**src/rtl/rpc2_ctrl_pkg.sv**
```systemverilog
// -----------------------------------------------------------------------------
// rpc2_ctrl_pkg
// Shared definitions for the RPC2 controller write/read address path:
//   - AXI burst encodings
//   - splitter FSM state type
//   - width derivation for the ip_len field and the packed ADR word
//   - bit positions of the fields inside the packed ADR word
//     {size[1:0], burst[1:0], ip_len[IP_LEN-1:0], addr[31:0]}
// -----------------------------------------------------------------------------
package rpc2_ctrl_pkg;

    localparam logic [1:0] BURST_FIXED = 2'b00;
    localparam logic [1:0] BURST_INCR  = 2'b01;
    localparam logic [1:0] BURST_WRAP  = 2'b10;

    typedef enum logic [0:0] {
        ST_IDLE = 1'b0,
        ST_BUSY = 1'b1
    } split_state_t;

    // The ip_len field grows by one bit on the 64-bit data path.
    function automatic int ip_len_width(input int data_width);
        return (data_width == 64) ? 11 : 10;
    endfunction

    function automatic int pre_adr_width(input int data_width);
        return 32 + ip_len_width(data_width) + 4;
    endfunction

    localparam int ADR_ADDR_LSB = 0;
    localparam int ADR_ADDR_W   = 32;
    localparam int ADR_LEN_LSB  = 32;

    function automatic int adr_burst_lsb(input int ip_len);
        return 32 + ip_len;
    endfunction

    function automatic int adr_size_lsb(input int ip_len);
        return 34 + ip_len;
    endfunction

endpackage

```
**src/rtl/rpc2_ctrl_page_chunk_calc.sv**
```systemverilog
// -----------------------------------------------------------------------------
// rpc2_ctrl_page_chunk_calc
// Purely combinational page-chunk calculator shared by the read and write
// splitters. Given the current byte address and the number of IP units still
// to be issued, it returns the size of the next command such that the command
// never crosses a 2^C_BOUNDARY_BITS byte page (INCR bursts only), plus the
// address/remaining count after that command has been issued.
//
// Ports:
//   cur_addr      in  32        current command byte address (may be unaligned)
//   rem           in  IP_LEN+1  IP units still to issue (>= 1 while busy)
//   ip_data_size  in  2         log2 bytes per IP unit
//   burst         in  2         AXI burst type
//   len           out IP_LEN    units in this command minus 1
//   last          out 1         this command finishes the request
//   next_addr     out 32        address of the following command
//   next_rem      out IP_LEN+1  units left after this command
// -----------------------------------------------------------------------------
module rpc2_ctrl_page_chunk_calc
    import rpc2_ctrl_pkg::*;
#(
    parameter int IP_LEN          = 10,
    parameter int C_BOUNDARY_BITS = 10,
    parameter int C_SPLIT_EN      = 1
) (
    input  logic [31:0]     cur_addr,
    input  logic [IP_LEN:0] rem,
    input  logic [1:0]      ip_data_size,
    input  logic [1:0]      burst,
    output logic [IP_LEN-1:0] len,
    output logic            last,
    output logic [31:0]     next_addr,
    output logic [IP_LEN:0] next_rem
);

    logic [31:0]     unit_mask;
    logic [31:0]     ua;
    logic [31:0]     page_off;
    logic [31:0]     avail;
    logic [31:0]     rem_ext;
    logic [IP_LEN:0] chunk;
    logic [31:0]     chunk_ext;

    // The unit-aligned address is used for the page arithmetic so that an
    // unaligned first address still counts the unit it lives in. Because ua is
    // unit aligned and ip_data_size < C_BOUNDARY_BITS, avail is always >= 1,
    // so every command makes forward progress.
    always_comb begin
        unit_mask = ~((32'd1 << ip_data_size) - 32'd1);
        ua        = cur_addr & unit_mask;
        page_off  = ua & ((32'd1 << C_BOUNDARY_BITS) - 32'd1);
        avail     = ((32'd1 << C_BOUNDARY_BITS) - page_off) >> ip_data_size;
        rem_ext   = {{(31 - IP_LEN){1'b0}}, rem};

        if ((burst == BURST_INCR) && (C_SPLIT_EN != 0) && (avail < rem_ext)) begin
            chunk = avail[IP_LEN:0];
        end else begin
            chunk = rem;
        end

        chunk_ext = {{(31 - IP_LEN){1'b0}}, chunk};
        len       = chunk[IP_LEN-1:0] - {{(IP_LEN-1){1'b0}}, 1'b1};
        last      = (chunk == rem);
        next_addr = ua + (chunk_ext << ip_data_size);
        next_rem  = rem - chunk;
    end

endmodule

```
**src/rtl/rpc2_ctrl_adr_wr_splitter.sv**
```systemverilog
// -----------------------------------------------------------------------------
// rpc2_ctrl_adr_wr_splitter
// Splits INCR write-address requests into commands that never cross a
// 2^C_BOUNDARY_BITS byte page; FIXED/WRAP requests (or everything when
// C_SPLIT_EN=0) pass through as a single command. One request is in flight at
// a time; the request port reopens the cycle after the final command handshake.
//
// Ports:
//   clk, reset      clock, asynchronous active-high reset
//   adr_aw_valid    in   request valid
//   adr_aw_ready    out  request accepted when valid & ready (high in IDLE)
//   adr_aw_din      in   {size, burst, ip_len, addr}
//   adr_aw_block    in   source block tag, copied to cmd_block
//   ip_data_size    in   log2 bytes per IP unit, sampled at accept
//   cmd_valid       out  command valid (held until cmd_ready)
//   cmd_ready       in   downstream accept
//   cmd_addr        out  command byte address
//   cmd_len         out  IP units minus 1
//   cmd_burst       out  burst type of the request
//   cmd_size        out  AXI size of the request
//   cmd_block       out  block tag of the request
//   cmd_last        out  final command of the request
// -----------------------------------------------------------------------------
module rpc2_ctrl_adr_wr_splitter
    import rpc2_ctrl_pkg::*;
#(
    parameter int C_AXI_DATA_WIDTH   = 32,
    parameter int C_BOUNDARY_BITS    = 10,
    parameter int C_SPLIT_EN         = 1,
    localparam int IP_LEN             = ip_len_width(C_AXI_DATA_WIDTH),
    localparam int PRE_ADR_DATA_WIDTH = pre_adr_width(C_AXI_DATA_WIDTH)
) (
    input  logic                          clk,
    input  logic                          reset,
    input  logic                          adr_aw_valid,
    output logic                          adr_aw_ready,
    input  logic [PRE_ADR_DATA_WIDTH-1:0] adr_aw_din,
    input  logic                          adr_aw_block,
    input  logic [1:0]                    ip_data_size,
    output logic                          cmd_valid,
    input  logic                          cmd_ready,
    output logic [31:0]                   cmd_addr,
    output logic [IP_LEN-1:0]             cmd_len,
    output logic [1:0]                    cmd_burst,
    output logic [1:0]                    cmd_size,
    output logic                          cmd_block,
    output logic                          cmd_last
);

    localparam int BURST_LSB = adr_burst_lsb(IP_LEN);
    localparam int SIZE_LSB  = adr_size_lsb(IP_LEN);

    split_state_t state;
    split_state_t state_next;

    logic [31:0]       cur_addr;
    logic [IP_LEN:0]   rem;
    logic [1:0]        burst_q;
    logic [1:0]        size_q;
    logic              block_q;
    logic [1:0]        ds_q;

    logic              accept;
    logic              advance;

    logic [31:0]       din_addr;
    logic [IP_LEN-1:0] din_len;
    logic [1:0]        din_burst;
    logic [1:0]        din_size;

    logic [IP_LEN-1:0] calc_len;
    logic              calc_last;
    logic [31:0]       calc_next_addr;
    logic [IP_LEN:0]   calc_next_rem;

    assign din_addr  = adr_aw_din[ADR_ADDR_LSB +: ADR_ADDR_W];
    assign din_len   = adr_aw_din[ADR_LEN_LSB +: IP_LEN];
    assign din_burst = adr_aw_din[BURST_LSB +: 2];
    assign din_size  = adr_aw_din[SIZE_LSB +: 2];

    rpc2_ctrl_page_chunk_calc #(
        .IP_LEN          (IP_LEN),
        .C_BOUNDARY_BITS (C_BOUNDARY_BITS),
        .C_SPLIT_EN      (C_SPLIT_EN)
    ) u_chunk_calc (
        .cur_addr     (cur_addr),
        .rem          (rem),
        .ip_data_size (ds_q),
        .burst        (burst_q),
        .len          (calc_len),
        .last         (calc_last),
        .next_addr    (calc_next_addr),
        .next_rem     (calc_next_rem)
    );

    always_ff @(posedge clk or posedge reset) begin
        if (reset) begin
            state <= ST_IDLE;
        end else begin
            state <= state_next;
        end
    end

    // The request port is only open in IDLE, so the last handshake of a
    // request always costs one bubble cycle before the next accept.
    always_comb begin
        state_next   = state;
        adr_aw_ready = 1'b0;
        accept       = 1'b0;
        advance      = 1'b0;
        case (state)
            ST_IDLE: begin
                adr_aw_ready = 1'b1;
                if (adr_aw_valid) begin
                    accept     = 1'b1;
                    state_next = ST_BUSY;
                end
            end
            ST_BUSY: begin
                if (cmd_ready) begin
                    advance = 1'b1;
                    if (calc_last) begin
                        state_next = ST_IDLE;
                    end
                end
            end
            default: begin
                state_next = ST_IDLE;
            end
        endcase
    end

    // rem holds ip_len+1 units, so it needs one bit more than ip_len.
    always_ff @(posedge clk or posedge reset) begin
        if (reset) begin
            cur_addr <= '0;
            rem      <= '0;
            burst_q  <= '0;
            size_q   <= '0;
            block_q  <= 1'b0;
            ds_q     <= '0;
        end else if (accept) begin
            cur_addr <= din_addr;
            rem      <= {1'b0, din_len} + {{IP_LEN{1'b0}}, 1'b1};
            burst_q  <= din_burst;
            size_q   <= din_size;
            block_q  <= adr_aw_block;
            ds_q     <= ip_data_size;
        end else if (advance) begin
            cur_addr <= calc_next_addr;
            rem      <= calc_next_rem;
        end
    end

    // Command fields come only from registers and are forced to zero outside
    // BUSY, so nothing stale is visible while idle.
    always_comb begin
        cmd_valid = 1'b0;
        cmd_addr  = '0;
        cmd_len   = '0;
        cmd_burst = '0;
        cmd_size  = '0;
        cmd_block = 1'b0;
        cmd_last  = 1'b0;
        if (state == ST_BUSY) begin
            cmd_valid = 1'b1;
            cmd_addr  = cur_addr;
            cmd_len   = calc_len;
            cmd_burst = burst_q;
            cmd_size  = size_q;
            cmd_block = block_q;
            cmd_last  = calc_last;
        end
    end

endmodule
```
**config.mk**
```make
export PLATFORM = sky130hd
export DESIGN_NAME = rpc2_ctrl_adr_wr_splitter
export DESIGN_NICKNAME = d
export VERILOG_FILES = /design/src/rtl/rpc2_ctrl_pkg.sv /design/src/rtl/rpc2_ctrl_page_chunk_calc.sv /design/src/rtl/rpc2_ctrl_adr_wr_splitter.sv
export SDC_FILE = /design/constraint.sdc
export NUM_CORES = 1
export LEC_CHECK = 0
export ABC_AREA = 1
export CORE_UTILIZATION = 45
export DETAILED_ROUTE_END_ITERATION = 8
export GPL_ROUTABILITY_DRIVEN = 0
export GPL_TIMING_DRIVEN = 0
export PLACE_DENSITY = 0.72
export SYNTH_ARGS = -nofsm -noshare
export SYNTH_HDL_FRONTEND = slang
export SYNTH_SLANG_ARGS = --single-unit
```
**constraint.sdc**
```tcl
create_clock -name clk -period 8.6 [get_ports clk]
set_input_delay 0.86 -clock clk [delete_from_list [all_inputs] [get_ports clk]]
set_output_delay 0.86 -clock clk [all_outputs]
set_load 0.02 [all_outputs]
```
==> impl_metrics.py, run 1 <==
metrics = {
    "synth": {
        "synth_edf_count": 0,
        "ys.warnings.count": 0,
        "synth_nets": 995,
        "synthTopCellsByArea": "dfrtp_1 (23%), nand2_1 (14%), inv_1 (9.0%)",
        "synth.distinct_cells": 47,
        "avgSynthCellArea_um2": 6.223,
        "netlist_instances": 901,
        "synth.top_cell.area_share_pct": 22.76,
        "synth_top_area_cell": "dfrtp_1",
        "synthFlopType": "dfrtp_1",
        "yosysSeqAreaShare_pct": 22.76,
        "async_flop_share_pct": 100.0,
        "synth_seq_cells": 51,
        "syn_area_mm2": 0.005607,
    },
    "grt": {
        "use_met3_pct": 2.657,
        "grt_usage_pct": 28.77,
        "grt_max_degree": 40,
        "gr-usage-met2_pct": 47.93,
        "antenna_found_initial": 0,
        "grtUsageMet1_pct": 37.78,
        "grt_pass1_wl_um": 28760,
        "grt_pass1_vias": 5862,
        "gr-total-overflow": 0,
        "busiest_layer": "met2",
    },
    "clocking": {
        "cts.sink_count": 51,
        "cts-root-buf": "clkbuf_16",
        "htree_levels": 2,
        "cts_buffers": 5,
        "cts_setup_buffers": 0,
        "clk_pin_slew_ps": 80,
        "cts_buffer_depth": 2,
        "cts_tree": "built",
        "holdBufCountCts": 0,
        "cts_resized": 0,
        "worstSkewPairLatency_ps": 310,
    },
    "timing": {
        "rsz0062_at_grt": "no",
        "fin_tns_setup_ps": 0,
        "worstMarginPinSlew_ps": 832.5,
        "period_minus_slack_ps": 7658,
        "fin_skew_ps": 8.202,
        "max-slew-margin-rel_pct": 44.50,
        "finalCritPeriodShare_pct": 89.04,
        "worst_hold_slack_ps": 481.3,
        "worst_slack_ps": 942.2,
        "finalSetupViolCount": 0,
        "clock.fmax_mhz": 130.6,
        "final-hold-violation-count": 0,
        "maxSlewViolCount": 0,
    },
    "routing": {
        "dr.pass1.iters": 5,
        "drtIter0Drc": 390,
        "drc": 0,
        "ant_nets": 0,
        "wirelength_um": 18120,
        "wl_per_cell_um": 15.35,
        "drt-vias-per-instance": 5.379,
        "vias": 6347,
    },
    "power_and_ir_drop": {
        "powerDensity_mw_per_mm2": 434.2,
        "p_int_mw": 1.394,
        "total_power_mw": 3.044,
        "pwr-share-seq_pct": 14.4,
        "p_leak_nw": 3.516,
        "p_sw_share_pct": 54.21,
        "clockPowerShare_pct": 7.3,
        "switching_power_mw": 1.650,
        "combPwrFrac_pct": 78.3,
        "vdd_drop_max_v": 0.0001773,
    },
    "layout": {
        "insertedDiodeCount": 0,
        "final_cells": 1180,
        "nets": 1105,
        "multi_input_area_mm2": 0.003631,
        "regArea_mm2": 0.001276,
        "fill_cells": 1217,
        "drive_gt1_share_pct": 4.941,
        "syn_to_final_growth_pct": 25.04,
    },
    "critical_path": {
        "end_kind": "register",
        "timing.critical_path.from": "ds_q[0]",
        "crit_type": "register to register",
        "crit_path_frequent_cell": "nand2_1",
        "startpoint_type": "register",
        "cp_data_required_time_ps": 8810,
        "crit_path_end": "cur_addr[27]",
        "critical_path_arrival_ps": 7870,
        "r2r_start": "ds_q[0]",
        "critPathMaxFanout": 10,
        "rr_worst_depth": 44,
        "reg2reg_to": "cur_addr[27]",
        "cpPeakStageDelay_ps": 380,
        "reg2reg_slack_ps": 940,
        "critPathSlowestCell": "dfrtp_1",
    },
    "floorplan": {
        "start_util_pct": 46.48,
        "die_h_um": 113.6,
        "core_mm2": 0.01206,
        "num_rows": 40,
        "ioPinCount": 103,
        "dieArea_mm2": 0.01291,
        "fp.dieW_um": 113.6,
    },
    "placed_design": {
        "numPortBuffers": 102,
        "post-dp-hpwl_um": 14330,
        "pre_cts_ws_ps": 1145,
        "place_inst": 1172,
    },
    "run": {
        "drv_cap": 0,
    },
    "min_path": {
        "hold_class": "register to register",
    },
    "run_status": {
        "outcome": "completed",
    },
}
==> synthesized netlist by cell type (11+ instances only) <==
library cell,count
nor3_1,14
nor2_1,82
ha_1,39
o22ai_1,11
nand3_1,52
a21oi_1,59
dfrtp_1,51
o21ai_0,69
clkbuf_1,32
nand2_1,216
xor2_1,16
inv_1,135
==> sequential cells by signal (all words and copies together), names as in the netlist <==
name      flops
size_q        2
rem          11
block_q       1
burst_q       2
cur_addr     32
ds_q          2
state         1
==> worst min path at each step <==
stage                     startpoint   endpoint  depth (start not counted)
after detailed placement     block_q    block_q                          2
after global placement     size_q[0]  size_q[0]                          2
after global routing       size_q[1]  size_q[1]                          2
final                        block_q    block_q                          2
after floorplan              block_q    block_q                          2
after CTS                    block_q    block_q                          2
==> cells by family after synthesis <==
kind of cell | count (synthesis) | share of synthesized area [%]
AO/OA/AOI/OAI | 189 | 19.01
XOR/XNOR | 27 | 4.352
adder cells (fa/ha/maj) | 41 | 9.418
buffers and inverters | 181 | 12.48
flip-flops | 51 | 22.76
multiplexers | 2 | 0.3571
AND/OR/NAND/NOR | 410 | 31.62
==> per-layer routing <==
metal,share of wire [%],vias up,routed length (um)
li1,-,3160,-
met3,7.4,41,1345
met1,43,2884,7800
met4,3.7,0,666
met5,0,-,0
met2,46,262,8305
==> final cells by class <==
cell class	instances	area share, %
Clock inverter	3	0.3926
Clock buffer	5	1.785
Buffer	38	2.284
Inverter	143	7.692
Sequential cell	51	18.20
Tap cell	168	2.998
Timing Repair Buffer	103	14.85
Multi-Input combinational cell	669	51.79
==> through the flow <==
step	cell area [um^2]	util, %
after floorplan	5607	-
after global placement	6838	56.69
after detailed placement	6858	56.86
after CTS	7010	58.12
after global routing	7010	58.12
final	7010	58.12
==> power groups by stage <==
stage	Combinational (mW)	Sequential [mW]	Clock (mW)
2_1_floorplan	1.73	0.408	0
3_3_place_gp	2.31	0.438	0
3_5_place_dp	2.34	0.440	0
4_1_cts	2.36	0.435	0.226
5_1_grt	2.65	0.447	0.235
6_report	2.38	0.439	0.223
==> worst max-delay path, delay by kind of cell (launching register included) <==
kind	cells	cell delay (ps)
AND/OR/NAND/NOR	19	2270
flip-flops	1	380
multiplexers	1	140
buffers and inverters	7	940
AO/OA/AOI/OAI	12	2420
XOR/XNOR	1	170
adder cells (fa/ha/maj)	4	1180
==> layout by cell type (no fill, tap or decap), types with 11 or more instances in the layout <==
| cell type | instances |
|---|---|
| nor2_1 | 82 |
| o21ai_0 | 69 |
| clkdlybuf4s50_1 | 102 |
| inv_1 | 134 |
| clkbuf_1 | 32 |
| a21oi_1 | 59 |
| nand2_1 | 216 |
| ha_1 | 39 |
| dfrtp_1 | 51 |
| o22ai_1 | 11 |
| nor3_1 | 14 |
| nand3_1 | 52 |
| xor2_1 | 16 |
No activity file was read; power rests on OpenSTA's default activity.
==> run 2: changes to the inputs <==
- CAP_MARGIN: unset -> 20
==> run 2 against run 1 <==
Non-clock buffer count stayed put. Count of clock-buffer cells in the layout stayed put. Global-route usage stayed put. Critical endpoint unchanged. Highest routed layer unchanged.
==> impl_metrics.py, run 2 (synthesized netlist as in run 1, its figures left out) <==
metrics = {
    "timing": {
        "worst_hold_slack_ps": 481.3,
        "final-hold-violation-count": 0,
        "rsz0062_at_grt": "no",
        "fin_tns_setup_ps": 0,
        "worstMarginPinSlew_ps": 832.5,
        "fin_skew_ps": 8.202,
        "finalCritPeriodShare_pct": 89.04,
        "clock.fmax_mhz": 130.6,
        "finalSetupViolCount": 0,
        "period_minus_slack_ps": 7658,
        "max-slew-margin-rel_pct": 44.50,
        "maxSlewViolCount": 0,
        "worst_slack_ps": 942.2,
    },
    "grt": {
        "grt_pass1_vias": 5862,
        "grt_pass1_wl_um": 28760,
        "antenna_found_initial": 0,
        "gr-total-overflow": 0,
        "grt_max_degree": 40,
        "grt_usage_pct": 28.77,
    },
    "layout": {
        "drive_gt1_share_pct": 4.941,
        "design_area_mm2": 0.007010,
        "largest_reg_flops": 32,
        "final_cells": 1180,
        "fill_cells": 1217,
        "final_cell_mix": "nand2_1 (216), inv_1 (134), clkdlybuf4s50_1 (102)",
        "top_register": "cur_addr",
        "multi_input_area_mm2": 0.003631,
        "layout_commonest_cell": "nand2_1",
        "insertedDiodeCount": 0,
        "regArea_mm2": 0.001276,
        "utilization_pct": 58.12,
        "syn_to_final_growth_pct": 25.04,
        "nets": 1105,
        "reg.largest.list": "cur_addr (32), rem (11)",
    },
    "routing": {
        "ant_nets": 0,
        "routed-wl-met3_um": 1345,
        "wl_per_cell_um": 15.35,
        "met1_length_um": 7800,
        "drtIter0Drc": 390,
        "dr.pass1.iters": 5,
        "met2_length_um": 8305,
        "drt-vias-per-instance": 5.379,
        "vias": 6347,
        "highest_layer": "met4",
        "wirelength_um": 18120,
        "drc": 0,
    },
    "clocking": {
        "worstSkewPairLatency_ps": 310,
        "cts_buffers": 5,
        "cts_resized": 0,
        "htree_levels": 2,
        "cts_setup_buffers": 0,
        "holdBufCountCts": 0,
        "cts_buffer_depth": 2,
        "cts.sink_count": 51,
        "cts_tree": "built",
        "clk_pin_slew_ps": 80,
        "cts-root-buf": "clkbuf_16",
    },
    "critical_path": {
        "cp_data_required_time_ps": 8810,
        "critPathMaxFanout": 10,
        "critPathSlowestCell": "dfrtp_1",
        "startpoint_type": "register",
        "crit_type": "register to register",
        "cpPeakStageDelay_ps": 380,
        "end_kind": "register",
        "crit_path_frequent_cell": "nand2_1",
        "critical_path_arrival_ps": 7870,
    },
    "power_and_ir_drop": {
        "powerDensity_mw_per_mm2": 434.2,
        "vdd_drop_max_v": 0.0001773,
        "p_sw_share_pct": 54.21,
        "p_leak_nw": 3.516,
        "switching_power_mw": 1.650,
        "pwr-share-seq_pct": 14.4,
        "clockPowerShare_pct": 7.3,
        "combPwrFrac_pct": 78.3,
        "p_int_mw": 1.394,
        "total_power_mw": 3.044,
    },
    "run": {
        "drv_cap": 0,
    },
    "run_status": {
        "outcome": "completed",
    },
    "floorplan": {
        "fp.dieW_um": 113.6,
        "core_mm2": 0.01206,
        "ioPinCount": 103,
        "dieArea_mm2": 0.01291,
        "num_rows": 40,
        "die_h_um": 113.6,
        "start_util_pct": 46.48,
    },
    "min_path": {
        "hold_class": "register to register",
    },
    "placed_design": {
        "post-dp-hpwl_um": 14330,
        "numPortBuffers": 102,
        "pre_cts_ws_ps": 1145,
        "place_inst": 1172,
        "dpl_cell_area_mm2": 0.006858,
    },
}
-- run 2: cell counts in the layout (fill, tap and decap cells not counted) --
Identical to the previous run, type by type.
-- run 2: layer usage --
layer | global-route usage (%) | up-vias
li1 | - | 3160
met1 | 37.78 | 2884
met2 | 47.93 | 262
met3 | 2.657 | 41
met4 | 13.25 | 0
met5 | 0 | -
-- run 2: final timing paths --
path	depth (start not counted)	slack, ps	from	endpoint
worst min-delay path	2	480	block_q	block_q
worst min register to register	2	480	block_q	block_q
max in group asynchronous	3	7240	reset	cur_addr[9]
worst max register to register	44	940	ds_q[0]	cur_addr[27]
worst max-delay path	44	940	ds_q[0]	cur_addr[27]
min in group asynchronous	2	820	reset	block_q
-- run 2: power by group through the flow --
| stage | Clock [mW] | Combinational [mW] | Sequential [mW] |
|---|---|---|---|
| after floorplan | 0 | 1.73 | 0.408 |
| after global placement | 0 | 2.31 | 0.438 |
| after global routing | 0.235 | 2.65 | 0.447 |
| after detailed placement | 0 | 2.34 | 0.440 |
| after CTS | 0.226 | 2.36 | 0.435 |
| final | 0.223 | 2.38 | 0.439 |
-- run 2: layout make-up --
class                      count  share of cell area [%]
timing repair buffer         103                   14.85
tap                          168                   2.998
clock buffer                   5                   1.785
multi-input combinational    669                   51.79
buffer                        38                   2.284
sequential                    51                   18.20
clock inverter                 3                  0.3926
inverter                     143                   7.692
-- run 2: worst max-delay path: cells and delay by family (launching register included) --
kind | cells | cell delay, ps
compound gates | 12 | 2420
xor+xnor | 1 | 170
fa+ha+maj | 4 | 1180
buf+inv | 7 | 940
flops | 1 | 380
mux | 1 | 140
simple gates | 19 | 2270
==> RTL edit 1, RTL diff (flow settings as in run 2) <==
`C_SPLIT_EN` is set to 1 in 2 places; all go to 0.
--- a/src/rtl/rpc2_ctrl_page_chunk_calc.sv
+++ b/src/rtl/rpc2_ctrl_page_chunk_calc.sv
@@ -21,7 +21,7 @@
 #(
     parameter int IP_LEN          = 10,
     parameter int C_BOUNDARY_BITS = 10,
-    parameter int C_SPLIT_EN      = 1
+    parameter int C_SPLIT_EN      = 0
 ) (
     input  logic [31:0]     cur_addr,
     input  logic [IP_LEN:0] rem,
--- a/src/rtl/rpc2_ctrl_adr_wr_splitter.sv
+++ b/src/rtl/rpc2_ctrl_adr_wr_splitter.sv
@@ -26,7 +26,7 @@
 #(
     parameter int C_AXI_DATA_WIDTH   = 32,
     parameter int C_BOUNDARY_BITS    = 10,
-    parameter int C_SPLIT_EN         = 1,
+    parameter int C_SPLIT_EN         = 0,
     localparam int IP_LEN             = ip_len_width(C_AXI_DATA_WIDTH),
     localparam int PRE_ADR_DATA_WIDTH = pre_adr_width(C_AXI_DATA_WIDTH)
 ) (
Check against the original RTL: not equivalent (Yosys sat finds a counterexample within 4 cycles, from zero or initial values and one cycle with reset high).
==> RTL edit 1 against run 2 <==
Sequential cell count stayed put. Final area down 13%. Worst setup slack better by 3.7 ns. Maximum frequency rose by 95%. Hold slack gained 0.012 ns. Routed wire length decreased by 16%. Synthesized area decreased by 15%. Highest routed layer unchanged. Non-clock buffer count decreased by 10. Critical endpoint is now cur_addr[29]. Final cell count fell by 10%.
Power is not compared: it rests on default switching activity, and its combinational part moved more than twofold at a synthesized area within 25%.
==> RTL edit 1: results <==
clock_network:
  h-tree-depth: 2
  insertion_delay_ns: 0.33
  numCtsBuffers: 5
  cts_buffer_depth: 2
  cts-root-buf: "clkbuf_8"
  path_clk_slew_ns: 0.12
  post_cts_buffers: 0
  ctsResizeCount: 0
min_path:
  hp-class: "flip-flop to flip-flop"
  worstHoldStart: "block_q"
  hold_depth: 2
synthesis:
  synthCells: 812
  synthAdderAreaFrac_pct: 5.13
  muxShareOfSynthArea_pct: 1.26
  synthArstFlopShare_pct: 100
  synth_cell_type_count: 40
  synth_nets: 884
  synth_xor_xnor_area_share_pct: 2.01
  synth_compound_area_share_pct: 11.7
  synth_flop_cell: "dfrtp_1"
  synthTopCellsByCount: "nand2_1, inv_1, nor2_1"
  yosys_warnings: 0
  ys_seq_area_share_pct: 26.7
  synthTopCellsByArea: "dfrtp_1, nand2_1, inv_1, nor2_1, o21ai_0"
critical_path:
  rr_worst_depth: 19
  cp_data_arrival_time_ns: 4.17
  rrSetupSlack_ns: 4.67
  slowest_stage: "clkbuf_1"
  r2r-end: "cur_addr[29]"
  cp_max_fo: 10
  critPathTopFamily: "simple AND/OR/NAND/NOR gates"
  slowest_delay_ns: 0.52
timing:
  whs_ns: 0.493
  final-hold-violation-count: 0
  slew_viol_final: 0
  finalClockSkew_ns: 0.0186
  relSlewSlack_pct: 55.1
run_status:
  status: "completed"
layout:
  drive_gt1_share_pct: 3.90
  top_regs: "cur_addr: 32 flops, rem: 11 flops"
  antenna_cells: 0
  n_fill_cell: 1010
  final_nets: 994
route:
  drt_iter0_markers: 416
  wirelength_um: 15200
  wire_per_inst_um: 14.4
  vias: 5568
global_routing:
  antenna_found_initial: 0
  grt_usage_pct: 28.7
  grt_first_pass_wirelength_um: 25200
  grt_max_degree: 34
  grt_pass1_vias: 5236
placed_design:
  dpl-instance-area_sq_um: 6000
  io_buffers: 102
  placed_cells: 1051
  dpl.hpwl_um: 12000
  post-place-ws_ns: 4.82
power:
  irDropWorstVdd_mv: 0.139
[RTL edit 1: per-layer routing]
metal  up-vias  track usage, %  share of wire (%)
met3        28            4.18                8.6
met1      2530            42.0                 46
met4         0            8.85                2.1
li1       2763               -                  -
met2       247            43.2                 43
met5         -               0                  0
[RTL edit 1: cells by family after synthesis]
family,Yosys count
AOI/OAI and AO/OA,104
DFF,51
and+or+nand+nor,462
xor gates and xnor gates,11
buffers and inverters,159
adders and majority gates,19
muxes,6
[RTL edit 1: how the worst max path moves through the flow]
stage	slack, ns	end	cells past startpoint	start
4_1_cts	4.77	cur_addr[29]	19	ds_q[0]
2_1_floorplan	5.73	cur_addr[21]	19	ds_q[0]
3_3_place_gp	4.88	cur_addr[29]	19	ds_q[0]
6_report	4.67	cur_addr[29]	19	ds_q[0]
5_1_grt	4.28	cur_addr[29]	19	ds_q[0]
3_5_place_dp	4.82	cur_addr[29]	19	ds_q[0]
[RTL edit 1: tightest hold or removal path, stage by stage (launching register included)]
cell	delay (ns)
dfrtp_1	0.36
nand2_1	0.05
nand2_1	0.05
[RTL edit 1: power breakdown]
group	internal, mW	total [mW]	switching, mW
Clock	0.0622	0.164	0.101
Combinational	0.369	0.985	0.616
Sequential	0.319	0.409	0.0899
[RTL edit 1: area by class of cell]
cell class | count | area [sq um] | area share (%)
buffer | 28 | 115 | 1.89
clock buffer | 5 | 68.8 | 1.13
timing repair buffer | 103 | 1040 | 17.1
clock inverter | 3 | 33.8 | 0.554
inverter | 131 | 492 | 8.06
tap | 136 | 170 | 2.79
sequential | 51 | 1280 | 20.9
multi-input combinational | 602 | 2900 | 47.6
==> RTL edit 2, RTL diff (flow settings as in run 2) <==
Made on the original files. Make the reset (`reset`) synchronous in 2 clocked blocks. Comments in the files are not updated.
--- a/src/rtl/rpc2_ctrl_adr_wr_splitter.sv
+++ b/src/rtl/rpc2_ctrl_adr_wr_splitter.sv
@@ -93,7 +93,7 @@
         .next_rem     (calc_next_rem)
     );
 
-    always_ff @(posedge clk or posedge reset) begin
+    always_ff @(posedge clk) begin
         if (reset) begin
             state <= ST_IDLE;
         end else begin
@@ -131,7 +131,7 @@
     end
 
     // rem holds ip_len+1 units, so it needs one bit more than ip_len.
-    always_ff @(posedge clk or posedge reset) begin
+    always_ff @(posedge clk) begin
         if (reset) begin
             cur_addr <= '0;
             rem      <= '0;
Formal check against the unedited RTL: differs if reset is asserted again (counterexample within 4 cycles, from zero or initial values and one cycle with reset high); with reset held inactive, the same outputs for 4 cycles.
==> RTL edit 2 against run 2 <==
The flow now finishes with violations (DRC). Utilization rose by 0.63 points. Worst setup slack got worse by 0.082 ns. Global-route usage fell by 0.41 points. Synthesized cell count fell by 1.8%. Routed wire length fell by 3.1%. Synthesized area fell by 2.4%. Final area fell by 2.7%. Sequential cell count did not move. Hold slack improved by 0.010 ns. Count of clock-buffer cells in the layout rose by 1. Highest routed layer unchanged.
Power is not compared: it rests on default switching activity, and its combinational part moved more than twofold at a synthesized area within 25%.
==> RTL edit 2: results <==
run_status:
  status: "finished, violations left"
  violations: "DRC"
synthesis:
  synth_cell_type_count: 59
  synthTopCellsByCount: "nand2_1, inv_1, o21ai_0"
  synth_flop_cell: "dfxtp_1"
  ys_seq_area_share_pct: 18.7
  synthArstFlopShare_pct: 0
  avgSynthCellArea_sq_um: 6.18
  synthTopCellsByArea: "dfxtp_1, nand2_1, ha_1, inv_1, o21ai_0"
critical_path:
  rr_worst_depth: 41
  r2r-end: "cur_addr[24]"
  critPathTopFamily: "simple AND/OR/NAND/NOR gates"
  rrSetupSlack_ns: 0.86
  slowest_stage: "buf_1"
  cp_data_arrival_time_ns: 7.90
  r2r-start: "ds_q[0]"
route:
  wl_met2_um: 7910
  wl_met3_um: 1100
  met1Wirelength_um: 8050
  wire_per_inst_um: 15.4
  drc: 4
  drt_pass1_iterations: 9
global_routing:
  grt_pass1_vias: 5624
  grt_max_degree: 17
  grt_usage_pct: 28.4
  grt_first_pass_wirelength_um: 28200
placed_design:
  dpl-instance-area_sq_um: 6670
  post-place-ws_ns: 0.988
  dpl.hpwl_um: 13900
layout:
  drive_gt1_share_pct: 6.63
  final_cells: 1138
timing:
  finalClockSkew_ns: 0.00822
  worstMarginPinSlew_ns: 0.797
  max_freq_mhz: 129
min_path:
  min_to: "size_q[1]"
  worstHoldStart: "size_q[1]"
RTL edit 2: metal layers:
metal / GRT usage (%) / up-vias
li1: - / 3154
met1: 38.4 / 2769
met2: 46.9 / 221
met3: 2.70 / 34
met4: 10.3 / 0
met5: 0 / -
RTL edit 2: layout make-up:
class / count / area, sq um
inverters: 134 / 504
well taps: 143 / 179
multi-input cells: 658 / 3760
clock inverters: 2 / 13.8
repair buffers: 102 / 1020
flip-flops and latches: 51 / 1020
fillers: 1194 / 4790
plain buffers: 42 / 184
clock buffers: 6 / 139
RTL edit 2: power breakdown:
part | internal (mW) | switching (mW)
Sequential | 0.262 | 0.0282
Clock | 0.117 | 0.0991
Combinational | 0.272 | 0.433
RTL edit 2: logic make-up (layout without fill, tap and decap cells):
logic type	count (synthesis)	after routing	share of synthesized area (%)
compound gates	218	218	23.0
xor+xnor	28	28	4.62
fa+ha+maj	41	41	9.65
buf+inv	176	286	12.6
flops	51	51	18.7
mux	2	2	0.366
simple gates	369	369	31.1
